## src/rtl/encoder_8_3_pend.sv

```systemverilog
// encoder_8_3_pend: registered 8-to-3 priority encoder with a pending-request
// latch and a valid/ack handshake toward the consumer (which feeds Out back
// into decoder_3_8).
// Optional feature macro: ROUND_ROBIN_EN (rotating search start, no starvation).
// Without it, selection is fixed priority with the highest index winning.
module encoder_8_3_pend #(
  parameter bit EDGE = 1'b0
) (
  input  logic       clk,
  input  logic       rst,
  input  logic       E,
  input  logic [7:0] In,
  input  logic       ack,
  output logic [2:0] Out,
  output logic       valid,
  output logic [7:0] pend
);

  localparam int unsigned N = 8;
  localparam int unsigned W = 3;

  typedef enum logic {IDLE = 1'b0, GRANT = 1'b1} state_t;

  state_t         state, state_n;
  logic [N-1:0]   in_d;
  logic [N-1:0]   capture;
  logic [N-1:0]   clear;
  logic [N-1:0]   pend_n;
  logic [W-1:0]   out_n;
  logic           valid_n;
  logic [W-1:0]   sel;
`ifdef ROUND_ROBIN_EN
  logic [W-1:0]   last, last_n;
  logic [W-1:0]   idx;
`endif

  // New requests: level or rising-edge, gated by the enable pin
  always_comb begin
    capture = '0;
    if (E) capture = EDGE ? (In & ~in_d) : In;
  end

  // Bit to retire when the consumer accepts the current grant
  always_comb begin
    clear = '0;
    if (valid && ack) clear = N'(1) << Out;
  end

`ifdef ROUND_ROBIN_EN
  // Rotating search: start just below the last granted index, wrap 0 -> 7
  always_comb begin
    sel = '0;
    idx = '0;
    for (int i = N - 1; i >= 0; i--) begin
      idx = W'(last - W'(1) - W'(i));
      if (pend[idx]) sel = idx;
    end
  end
`else
  // Fixed priority: highest set index wins
  always_comb begin
    sel = '0;
    for (int i = 0; i < N; i++) begin
      if (pend[i]) sel = W'(i);
    end
  end
`endif

  // Next-state and next-output logic; set wins over clear on the same bit
  always_comb begin
    state_n = state;
    out_n   = Out;
    valid_n = valid;
    pend_n  = (pend & ~clear) | capture;
`ifdef ROUND_ROBIN_EN
    last_n  = last;
`endif
    case (state)
      IDLE: begin
        if (pend != '0) begin
          out_n   = sel;
          valid_n = 1'b1;
          state_n = GRANT;
        end
      end
      GRANT: begin
        if (ack) begin
          valid_n = 1'b0;
`ifdef ROUND_ROBIN_EN
          last_n  = Out;
`endif
          state_n = IDLE;
        end
      end
      default: begin
        valid_n = 1'b0;
        state_n = IDLE;
      end
    endcase
  end

  // State and output registers; reset drops any grant in flight
  always_ff @(posedge clk or posedge rst) begin
    if (rst) begin
      state <= IDLE;
      Out   <= '0;
      valid <= 1'b0;
      pend  <= '0;
      in_d  <= '0;
`ifdef ROUND_ROBIN_EN
      last  <= '0;
`endif
    end else begin
      state <= state_n;
      Out   <= out_n;
      valid <= valid_n;
      pend  <= pend_n;
      in_d  <= In;
`ifdef ROUND_ROBIN_EN
      last  <= last_n;
`endif
    end
  end

endmodule

```

## config.mk

```make
export PLATFORM = sky130hd
export DESIGN_NAME = encoder_8_3_pend
export DESIGN_NICKNAME = d
export VERILOG_FILES = /design/src/rtl/encoder_8_3_pend.sv
export SDC_FILE = /design/constraint.sdc
export NUM_CORES = 1
export LEC_CHECK = 0
export ABC_AREA = 1
export ABC_CLOCK_PERIOD_IN_PS = 1200
export BUFFER_PORTS_ARGS = -buffer_cell sky130_fd_sc_hd__buf_2
export CAP_MARGIN = 20
export CELL_PAD_IN_SITES_DETAIL_PLACEMENT = 1
export CELL_PAD_IN_SITES_GLOBAL_PLACEMENT = 1
export CORE_MARGIN = 2
export CORE_UTILIZATION = 32
export CTS_BUF_LIST = sky130_fd_sc_hd__clkbuf_8 sky130_fd_sc_hd__clkbuf_16
export DETAILED_ROUTE_END_ITERATION = 10
export GPL_TIMING_DRIVEN = 0
export PLACE_DENSITY_LB_ADDON = 0.1
export SYNTH_ARGS = -nofsm -noshare
export SYNTH_HDL_FRONTEND = slang
export SYNTH_SLANG_ARGS = --single-unit
```

## constraint.sdc

```tcl
create_clock -name clk -period 1.2 [get_ports clk]
set_input_delay 0.18 -clock clk [delete_from_list [all_inputs] [get_ports clk]]
set_output_delay 0.18 -clock clk [all_outputs]
set_load 0.01 [all_outputs]
```

* Word level (Yosys, flattened, before mapping)
Index checks and enable logic that the tools add are counted.
** Operators by class
- Eq/ne operators :: 2
- Shift operators :: 1
- Reductions and logical operators :: 4
- Bitwise logic cells :: 4
- Multiplexer cells :: 15
** Operator list (count)
- $mux W3 :: 6
- $mux W8 :: 2
- $and A8 B8 Y8 :: 1
- $not A8 Y8 :: 1
- $or A8 B8 Y8 :: 1
- $reduce_bool A8 Y1 :: 1
- $shl A1 B3 Y8 const A :: 1
- $mux W1 :: 5
- $ne A2 B2 Y1 const B :: 2
- $pmux W1 S2 :: 2
- $reduce_and A2 Y1 :: 2
- $logic_and A1 B1 Y1 :: 1
- $not A1 Y1 :: 1
** Storage, ports and cells
- Word-level logic and storage cells :: 30
- Input port bits :: 12
- Bits in registers :: 13
- Output and inout port bits :: 12

* Depth between registers and ports, before layout
- Word-level depth :: 7
- Depth in mapped cells :: 9
- Gate-level depth less buffers :: 9

* Worst setup path before layout
OpenSTA, ideal clock, no wires.
- Path type :: register to register
- Start :: register pend[5]
- End :: register Out[1]
- Slack :: 183 ps
- Required time :: 1082 ps
- Period minus slack after synthesis :: 1017 ps
- Stages on the path, launching flop included :: 7
- Buffers on the path :: 0
- Setup time :: 118 ps
- Data arrival time :: 899 ps
- Cell sequence :: dfrtp_1 -> nor2_2 -> nand3_2 -> nand2_4 -> nand2_4 -> nand2_1 -> o21ai_2
** Between the ends
- Word-level cells in the longest chain between the ends :: 3
- Elaborated cells on any way between the ends :: 5
- Those cells by class :: 3 x mux; 2 x reduce/logical
** RTL lines
- start: declaration :: RTL line 16 : output logic [7:0] pend
- start signal: assignment :: RTL line 117 : pend <= pend_n;
- $mux W3 (3 in a row) :: RTL line 64 : if (pend[i]) sel = W'(i);
- end signal: assignment :: RTL line 115 : Out <= out_n;
- end: declaration :: RTL line 14 : output logic [2:0] Out,
Parallel ways exist; a longest one is shown, timed or not.
A chain may end at the register's enable or synchronous reset.

* Worst setup path in the final report
Same ends and word-level chain as after synthesis.

==> out/results.ini <==
[outcome]
status=complete, no violations

[synthesis]
syn-cell-area_um2=640.6
synth_enable_flop_cells=0
yosysUniqueCellTypes=13
synth_area_leaders=dfrtp_1 (51%), nand2_1 (20%), o21ai_0 (7.0%)
syn-instance-count=82
avgSynthCellArea_um2=7.812
synth-main-ff-cell=dfrtp_1
yosys-top-cells-count=nand2_1 (34), dfrtp_1 (13), inv_1 (12)
synth_top_area_share_pct=50.78
synth_async_sr_flop_share_pct=100.0
synth.most_common_cell=nand2_1
ys_seq_area_share_pct=50.78
ys_ff_latch=13
ys_warn_count=0
synth_top_area_cell=dfrtp_1
syn_nets=94

[pwr]
power.density_nw_per_um2=2501
p_leak_nw=0.4340
ir_worst_vdd_uv=981.8

[timing]
setup-tns-final_ns=0
final-setup-viol-count=0
hold_viol=0
max-slew-margin-rel_pct=64.57
rsz0062_at_grt=false
slew_violations=0
clock_skew_ns=0.0006178
worst_pin_slew_ns=0.5309
max_freq_mhz=932.8
layout_min_cycle_time_ns=1.072
finalCritPeriodShare_pct=89.34
hold_ws_ns=0.1302

[grt]
grt_first_pass_wirelength_mm=2.967
grt_max_degree=14
grt_pass1_vias=656
overflow=0
grt_use_total_pct=17.06
antenna_found_initial=0

[floorplan]
ios=24
die_w_um=48.74
num_rows=16
fp.coreArea_um2=1922
floorplan.initialDensity_pct=33.33
die_h_um=48.74
die_area_um2=2376

[setup_path]
required_ns=1.34
start_kind=flop
critPathMaxStageDelay_ns=0.41
crit_arrival_ns=1.21
crit_top_cell=nand2_4
reg2reg_from=pend[5]
crit_path_top_delay_cell=dfrtp_1
crit_chain=nor2_2, nand3_2, nand2_4, nand2_4, nand2_1, o21ai_2
crit_type=flop to flop
crit_start=pend[5]
crit_fanout=5
endpoint_kind=flop

[detailed_routing]
drt_iter0_drc=4
drc=0
wire_per_inst_um=12.49
drtAntennaViolNets=0
wl_met2_um=873
totalWireLength_mm=1.699
highest_layer=met4
wl_met1_um=705
viasPerCell=4.566
wl_met3_um=77
first_pass_iters=3
vias=621

[clock_network]
clk_pin_slew_worst_paths_ns=0.06
cts_resized=0
clk_latency_ns=0.25
cts_inserted_buffers=3
cts_tree=built
root_buffer=clkbuf_8
clk_path_buf_depth=2
clkSinkCount=13
post-cts-setup-buffers=0
cts_hold_buf=1
h-tree-depth=1

[place]
gp_congestion=0.7438
dp_hpwl_mm=1.337
dpl_cell_area_um2=784.5
place_inst=131
io_buffer_count=22

[finish]
syn2layout_area_growth_pct=31.05
antennaDiodeCount=0
drive_gt1_share_pct=29.36
num-nets-final=122
instances_no_fill=136
utilization_pct=43.68
postLayoutCellArea_um2=839.6
nFillCells=267

[hold_path]
min_from=In[0]
worstHoldPathType=input pin to flop

[run]
maxCapViolations=0

==> cell usage in the layout (no fill, tap or decap) <==
| master | n |
|---|---|
| buf_2 | 22 |
| clkbuf_1 | 1 |
| clkbuf_8 | 3 |
| dfrtp_1 | 13 |
| dlygate4sd3_1 | 1 |
| inv_1 | 13 |
| nand2_1 | 34 |
| nand2_2 | 1 |
| nand2_4 | 2 |
| nand3_1 | 4 |
| nand3_2 | 1 |
| nor2_1 | 1 |
| nor2_2 | 1 |
| o211ai_1 | 1 |
| o21ai_0 | 9 |
| o21ai_2 | 2 |
==> registers in the layout, indices dropped and copies added, names as in the netlist <==
register	cells
valid	1
pend	8
Out	3
state	1
==> final cells by class <==
type,count,area (um^2),area share [%]
flip-flops and latches,13,325.3,38.75
multi-input cells,56,266.5,31.74
repair buffers,23,120.1,14.31
inverters,12,45.04,5.365
clock buffers,3,41.29,4.918
well taps,27,33.78,4.024
clock inverters,1,3.754,0.4471
plain buffers,1,3.754,0.4471
==> report_power, final <==
| part | leakage, nW | switching (W) | internal, W |
|---|---|---|---|
| logic | 0.276 | 0.000570 | 0.000332 |
| registers | 0.131 | 0.000172 | 0.000631 |
| clock network | 0.0269 | 0.000168 | 0.000227 |
==> final timing paths <==
check | endpoint | slack (ns) | depth (start not counted)
max in group asynchronous | pend[5] | 0.32 | 3
min in group asynchronous | state | 0.53 | 3
min reg2reg | pend[7] | 0.52 | 2
max | Out[1] | 0.13 | 6
max reg2reg | Out[1] | 0.13 | 6
min | pend[0] | 0.13 | 3
==> critical path, delay by kind of cell, from the launching register on <==
kind	cells	cell delay [ns]
AO/OA/AOI/OAI	1	0.05
flip-flops	1	0.41
AND/OR/NAND/NOR	5	0.50
==> layer usage <==
layer	track usage, %	vias up
li1	-	306
met1	19.84	293
met3	4.012	5
met5	0	-
met2	28.54	17
met4	10.00	0
==> metrics by stage <==
step	total power [W]	setup WS [ns]
after detailed placement	0.001724	0.1276
after global placement	0.001684	0.1530
after global routing	0.002309	0.02931
final	0.002100	0.1279
after CTS	0.002141	0.1117
after floorplan	0.001367	0.1830
==> cell families after synthesis <==
family                 count (synthesis)  synth area share, %
AOI/OAI and AO/OA                     12                10.94
buffers and inverters                 13                7.616
and+or+nand+nor                       44                30.66
DFF                                   13                50.78
(Power assumes the default switching activity.)
